`config.mk`:
```
export PLATFORM = sky130hd
export DESIGN_NAME = adder_share_arbiter
export DESIGN_NICKNAME = d
export VERILOG_FILES = /design/src/rtl/adder_share_arbiter.sv
export SDC_FILE = /design/constraint.sdc
export NUM_CORES = 1
export LEC_CHECK = 0
export CORE_MARGIN = 1
export CORE_UTILIZATION = 49
export CTS_CLUSTER_SIZE = 8
export DETAILED_ROUTE_END_ITERATION = 8
export GPL_TIMING_DRIVEN = 0
export PLACE_DENSITY = 0.79
export SLEW_MARGIN = 20
export SYNTH_ARGS = -nofsm -noshare
export SYNTH_HDL_FRONTEND = slang
export SYNTH_SLANG_ARGS = --single-unit
```
`constraint.sdc`:
```
create_clock -name Clk -period 9.85 [get_ports Clk]
set_clock_uncertainty 0.1 [all_clocks]
set_input_delay 1.97 -clock Clk [delete_from_list [all_inputs] [get_ports Clk]]
set_output_delay 1.97 -clock Clk [all_outputs]
set_load 0.05 [all_outputs]
```
`src/rtl/adder_share_arbiter.sv`:
```
// One WIDTH-bit adder shared by two requesters with round-robin arbitration.
// Operands and results are registered; one operation is in flight at a time (IDLE -> EXEC -> RESP).
module adder_share_arbiter #(
    parameter int unsigned WIDTH = 64
) (
    input  logic             Clk,
    input  logic             Reset,
    input  logic             ReqValid0,
    input  logic [WIDTH-1:0] ReqA0,
    input  logic [WIDTH-1:0] ReqB0,
    output logic             ReqReady0,
    input  logic             ReqValid1,
    input  logic [WIDTH-1:0] ReqA1,
    input  logic [WIDTH-1:0] ReqB1,
    output logic             ReqReady1,
    output logic             RspValid0,
    output logic             RspValid1,
    input  logic             RspReady,
    output logic [WIDTH-1:0] RspSum,
    output logic             RspCarry,
    output logic             RspOvf
);

    typedef enum logic [1:0] {
        IDLE,
        EXEC,
        RESP
    } state_t;

    state_t           state;
    state_t           state_next;
    logic             ptr;
    logic             id_q;
    logic [WIDTH-1:0] a_q;
    logic [WIDTH-1:0] b_q;
    logic [WIDTH-1:0] sum_q;
    logic             carry_q;
    logic             ovf_q;

    logic             grant0;
    logic             grant1;
    logic             accept;
    logic [WIDTH:0]   add_full;
    logic             add_ovf;

    // Grants only exist in IDLE; the pointer breaks ties when both requesters are valid.
    always_comb begin
        grant0 = 1'b0;
        grant1 = 1'b0;
        if (state == IDLE && !Reset) begin
            grant0 = ReqValid0 && (!ReqValid1 || !ptr);
            grant1 = ReqValid1 && (!ReqValid0 || ptr);
        end
    end

    assign accept = grant0 || grant1;

    always_comb begin
        state_next = state;
        case (state)
            IDLE:    if (accept) state_next = EXEC;
            EXEC:    state_next = RESP;
            RESP:    if (RspReady) state_next = IDLE;
            default: state_next = IDLE;
        endcase
    end

    assign add_full = {1'b0, a_q} + {1'b0, b_q};
    assign add_ovf  = (a_q[WIDTH-1] == b_q[WIDTH-1]) && (add_full[WIDTH-1] != a_q[WIDTH-1]);

    always_ff @(posedge Clk or posedge Reset) begin
        if (Reset) begin
            state   <= IDLE;
            ptr     <= 1'b0;
            id_q    <= 1'b0;
            a_q     <= '0;
            b_q     <= '0;
            sum_q   <= '0;
            carry_q <= 1'b0;
            ovf_q   <= 1'b0;
        end else begin
            state <= state_next;
            if (accept) begin
                a_q  <= grant1 ? ReqA1 : ReqA0;
                b_q  <= grant1 ? ReqB1 : ReqB0;
                id_q <= grant1;
                ptr  <= !grant1;
            end
            if (state == EXEC) begin
                sum_q   <= add_full[WIDTH-1:0];
                carry_q <= add_full[WIDTH];
                ovf_q   <= add_ovf;
            end
        end
    end

    assign ReqReady0 = grant0;
    assign ReqReady1 = grant1;
    assign RspValid0 = (state == RESP) && !id_q;
    assign RspValid1 = (state == RESP) && id_q;
    assign RspSum    = sum_q;
    assign RspCarry  = carry_q;
    assign RspOvf    = ovf_q;

endmodule
```
Yosys cells after proc, flatten, opt, wreduce, memory -nomap -nowiden. Index checks and enable logic that the tools add are counted.

Add/subtract/negate cells: 1. Reductions and logical operators: 17. Multiplexer cells: 7. Equality and inequality tests: 6.

Operator list (number): 64-bit two-way mux (2); 64-bit by 64-bit adder with 65-bit output (1); 1-bit logical AND (6); 1-bit zero test (6); 2-bit one-hot mux with 3 select lines (1); 2-bit two-way mux (2); 2-bit != test (second input constant) (2); 1-bit logical OR (3); 2-bit by 1-bit == test with 1-bit output (second input constant) (1); 2-bit == test (second input constant) (1); 2-bit zero test (1); 1-bit two-way mux (2); 2-bit AND reduction (1); 1-bit == test (1); 1-bit != test (1).

Output and inout bits: 70. Logic and storage cells: 39. Flip-flop bits (word level): 198.

Longest topological paths before layout. Gate-level depths: netlist of the first run.

Depth in word-level cells: 7. Mapped depth: 11.

Least setup slack after synthesis of the first run. Ideal clock, no wire load.

Path type: input to output. Start: input Reset. End: output ReqReady0. Path slack: 4.285 ns. Path buffers: 3. Arrival time: 3.495 ns. Stages: 5. Data required time: 7.780 ns. Path through: nor3_1 > and3_1 > clkbuf_1 > clkbuf_1 > buf_1.

Cells in the longest elaborated chain, start to end: 3.

RTL lines: from (decl) (line 7) `input logic Reset,`; 1-bit zero test (no line); 1-bit logical AND (line 50) `if (state == IDLE && !Reset) begin`; 1-bit two-way mux (line 50); to (decl) (line 11) `output logic ReqReady0,`.

Every way passes these cells.

Worst setup path in the final report of the first run. Ends and elaborated chain as after synthesis.

==> results of run 1 <==
==> registers in the layout (all words and copies together), names as in the netlist <==
register  count
b_q          64
a_q          64
RspSum       64
RspOvf        1
id_q          1
state         2
RspCarry      1
ptr           1
==> per-layer routing <==
metal,vias to the layer above,GRT usage,wire length [um]
li1,5561,-,-
met1,5468,0.3914,16080
met2,393,0.5122,17770
met3,55,0.05699,2532
met4,0,0.09197,756
met5,-,0,0
==> kinds of logic after synthesis <==
kind of cell               count (synthesis)  synth area share
muxes                                     25           0.02139
AOI/OAI and AO/OA                        423            0.2341
buffers and inverters                    104           0.03427
xor gates and xnor gates                  56           0.04172
adders and majority gates                 65           0.06981
DFF                                      198            0.4214
and+or+nand+nor                          496            0.1773
==> worst max-delay path: stages <==
cell	delay [ns]
clkdlybuf4s50_1	0.51
nor3_1	0.25
and3_1	0.22
clkbuf_1	0.82
clkbuf_1	0.78
buf_1	0.50
clkdlybuf4s50_1	0.91
==> per-stage QoR <==
stage / hold WS (ns) / power (uW)
3_5_place_dp: 0.3654 / 5201
5_1_grt: 0.4055 / 6344
3_3_place_gp: 0.3596 / 5122
6_report: 0.3791 / 5921
2_1_floorplan: 0.3500 / 4090
4_1_cts: 0.3815 / 5895
==> worst min path at each step <==
stage,start,to,slack (ns),depth (start not counted)
after floorplan,b_q[0],b_q[0],0.35,2
after global placement,RspSum[0],RspSum[0],0.36,2
after detailed placement,RspSum[1],RspSum[1],0.37,2
after CTS,RspSum[54],RspSum[54],0.38,2
after global routing,RspSum[54],RspSum[54],0.41,2
final,RspSum[54],RspSum[54],0.38,2
==> power by group <==
part | switching (uW) | total [uW] | internal (uW)
registers | 260 | 1470 | 1210
logic | 2390 | 3770 | 1380
clock network | 340 | 678 | 338
total | 2990 | 5920 | 2930
==> cell usage after synthesis (all sizes together) (10+ instances only) <==
library cell	number
a21o	26
o21a	10
nor3	12
buf	22
o21bai	10
nand3	19
o31ai	15
nor2	49
dfrtp	198
inv	24
nand4	19
xnor2	27
clkbuf	58
o21ai	117
a22oi	107
a21oi	88
xor2	29
ha	64
nand2	356
mux2i	24
==> cell usage in the layout (no fill, tap or decap), types with 12 or more instances in the layout <==
| cell | synthesis | routed |
|---|---|---|
| a21o_1 | 26 | 26 |
| a21oi_1 | 87 | 87 |
| a22oi_1 | 107 | 107 |
| buf_1 | 12 | 12 |
| clkbuf_1 | 58 | 58 |
| clkbuf_16 | 0 | 17 |
| clkdlybuf4s50_1 | 0 | 330 |
| dfrtp_1 | 198 | 198 |
| ha_1 | 64 | 64 |
| inv_1 | 22 | 21 |
| mux2i_1 | 24 | 24 |
| nand2_1 | 356 | 356 |
| nand3_1 | 19 | 19 |
| nand4_1 | 19 | 19 |
| nor2_1 | 49 | 48 |
| nor3_1 | 12 | 12 |
| o21ai_0 | 63 | 63 |
| o21ai_1 | 52 | 52 |
| o31ai_1 | 14 | 14 |
| xnor2_1 | 27 | 27 |
| xor2_1 | 29 | 29 |
==> area by class of cell <==
cell class              instances  area (um2)  share of cell area
multi-input cells            1065        6402              0.3989
flip-flops and latches        198        4955              0.3087
repair buffers                331        3331              0.2075
clock buffers                  18       439.2             0.02736
well taps                     319       399.1             0.02487
plain buffers                  80       312.8             0.01949
clock inverters                13       112.6            0.007016
inverters                      24       97.59            0.006081
==> flow_metrics.tcl, run 1 <==
set metrics [dict create \
    cts_buffer_depth 2 \
    power_density_nw_per_um2 368.9 \
    die_w_um 156.9 \
    vias 11480 \
    min_path_type "register to register" \
    critPathCaptureType "output port" \
    cts-buffers-inserted 17 \
    drc_errors 0 \
    ys_warn_count 0 \
    synthToLayoutAreaGrowth_pct 36.50 \
    path_clk_slew_ns 0.07 \
    grt_first_pass_wirelength_um 57660 \
    synthFlopType "dfrtp_1" \
    syn_area_um2 11760 \
    routed_wl_um 37140 \
    hold_viol_final 0 \
    fin_util 0.6837 \
    antenna_left 0 \
    ir_drop_v 0.0002478 \
    wire_per_inst_um 18.13 \
    ys_ff_latch 198 \
    grt_pass1_vias 11350 \
    leakagePower_uw 0.007305 \
    status "finished, final reports clean" \
    period_share 0.8172 \
    maxCapViolCount 0 \
    fp.coreArea_um2 23470 \
    fp.dieH_um 156.9 \
    antenna_found_initial 0 \
    tightest_slew_ns 1.106 \
    setup_tns_ns 0 \
    placedCellCount 2017 \
    fmax_ghz 0.1242 \
    cts_setup_buffers 0 \
    grt_use_total 0.3024 \
    arrival_ns 5.98 \
    synth.yosys.seq_area_share 0.4214 \
    dieArea_um2 24620 \
    fill_cells 1966 \
    finalMaxSlewViolations 0 \
    dp_hpwl_um 29200 \
    place_area_um2 15500 \
    drt-pass1-iter-count 8 \
    cts_tree "done" \
    r2r-end "RspSum[56]" \
    placementRows 56 \
    rsz0062_at_grt "no" \
    fin_nets 2043 \
    fin_area_um2 16050 \
    grt_max_degree 103 \
    fin_crit_ns 8.049 \
    htree_num_levels 4 \
    cts-hold-fix-buffers 0 \
    crit_type "input port to output port" \
    io_buffers 330 \
    clk_latency_ns 0.44 \
    async_flop_share 1.000 \
    synthTopCellsByArea "dfrtp_1 42%, nand2_1 11%, a22oi_1 6.8%" \
    startpoint "Reset" \
    place_ws_ns 1.784 \
    worstReg2RegStart "a_q[0]" \
    start_kind "input port" \
    slew-limit-headroom 0.2628 \
    cts_resized 0 \
    start_util 0.5009 \
    clock_sinks 198 \
    cts_root_buf "clkbuf_16" \
    r2r_cells 11 \
    first_iter_violations 767 \
    gp_congestion 0.9267 \
    postSynthCellCount 1367 \
    synth-edff-count 0 \
    n_antenna_cell 0 \
    ff2ff_setup_slack_ns 6.10 \
    yosysTopAreaCell "dfrtp_1" \
    synth_nets 1693 \
    avgSynthCellArea_um2 8.601 \
    layoutNonFillerInstCount 2048 \
    yosys.area.top_type_share 0.4214 \
    drive_gt1_frac 0.03412 \
    grt_overflow 0 \
    ios 331 \
    setup_slack_ns 1.801 \
    required_ns 7.78 \
    cp-endpoint "ReqReady0" \
    cp_max_fo 10 \
    vias_per_cell 5.604 \
    setup_violations 0 \
    ys_types 65 \
]
(Power assumes the default switching activity.)
==> run 2, diff against run 1 <==
==> constraint.sdc (replaced) <==
create_clock -name Clk -period 8 [get_ports Clk]
set_clock_uncertainty 0.1 [all_clocks]
set_input_delay 1.6 -clock Clk [delete_from_list [all_inputs] [get_ports Clk]]
set_output_delay 1.6 -clock Clk [all_outputs]
set_load 0.05 [all_outputs]
==> results of run 2 <==
Same layout as run 1 (identical final DEF). Status: finished, final reports clean.
Main changes from that run: setup slack after placement 1.784 ns -> 0.6740 ns; setup slack after layout 1.801 ns -> 0.6906 ns; register-to-register setup slack 6.10 ns -> 4.25 ns; total power 5921 uW -> 7290 uW; worst IR drop on VDD 0.0002478 V -> 0.0003051 V
==> run 3, diff against run 2 <==
==> constraint.sdc (replaced) <==
create_clock -name Clk -period 8 [get_ports Clk]
set_clock_uncertainty 0.1 [all_clocks]
set_input_delay 1.2 -clock Clk [delete_from_list [all_inputs] [get_ports Clk]]
set_output_delay 1.2 -clock Clk [all_outputs]
set_load 0.05 [all_outputs]
==> results of run 3 <==
Same layout as run 1 (identical final DEF). Status: finished, final reports clean.
Main changes from that run: setup slack after placement 1.784 ns -> 1.474 ns; setup slack after layout 1.801 ns -> 1.491 ns; register-to-register setup slack 6.10 ns -> 4.25 ns; total power 5921 uW -> 7290 uW; worst IR drop on VDD 0.0002478 V -> 0.0003051 V
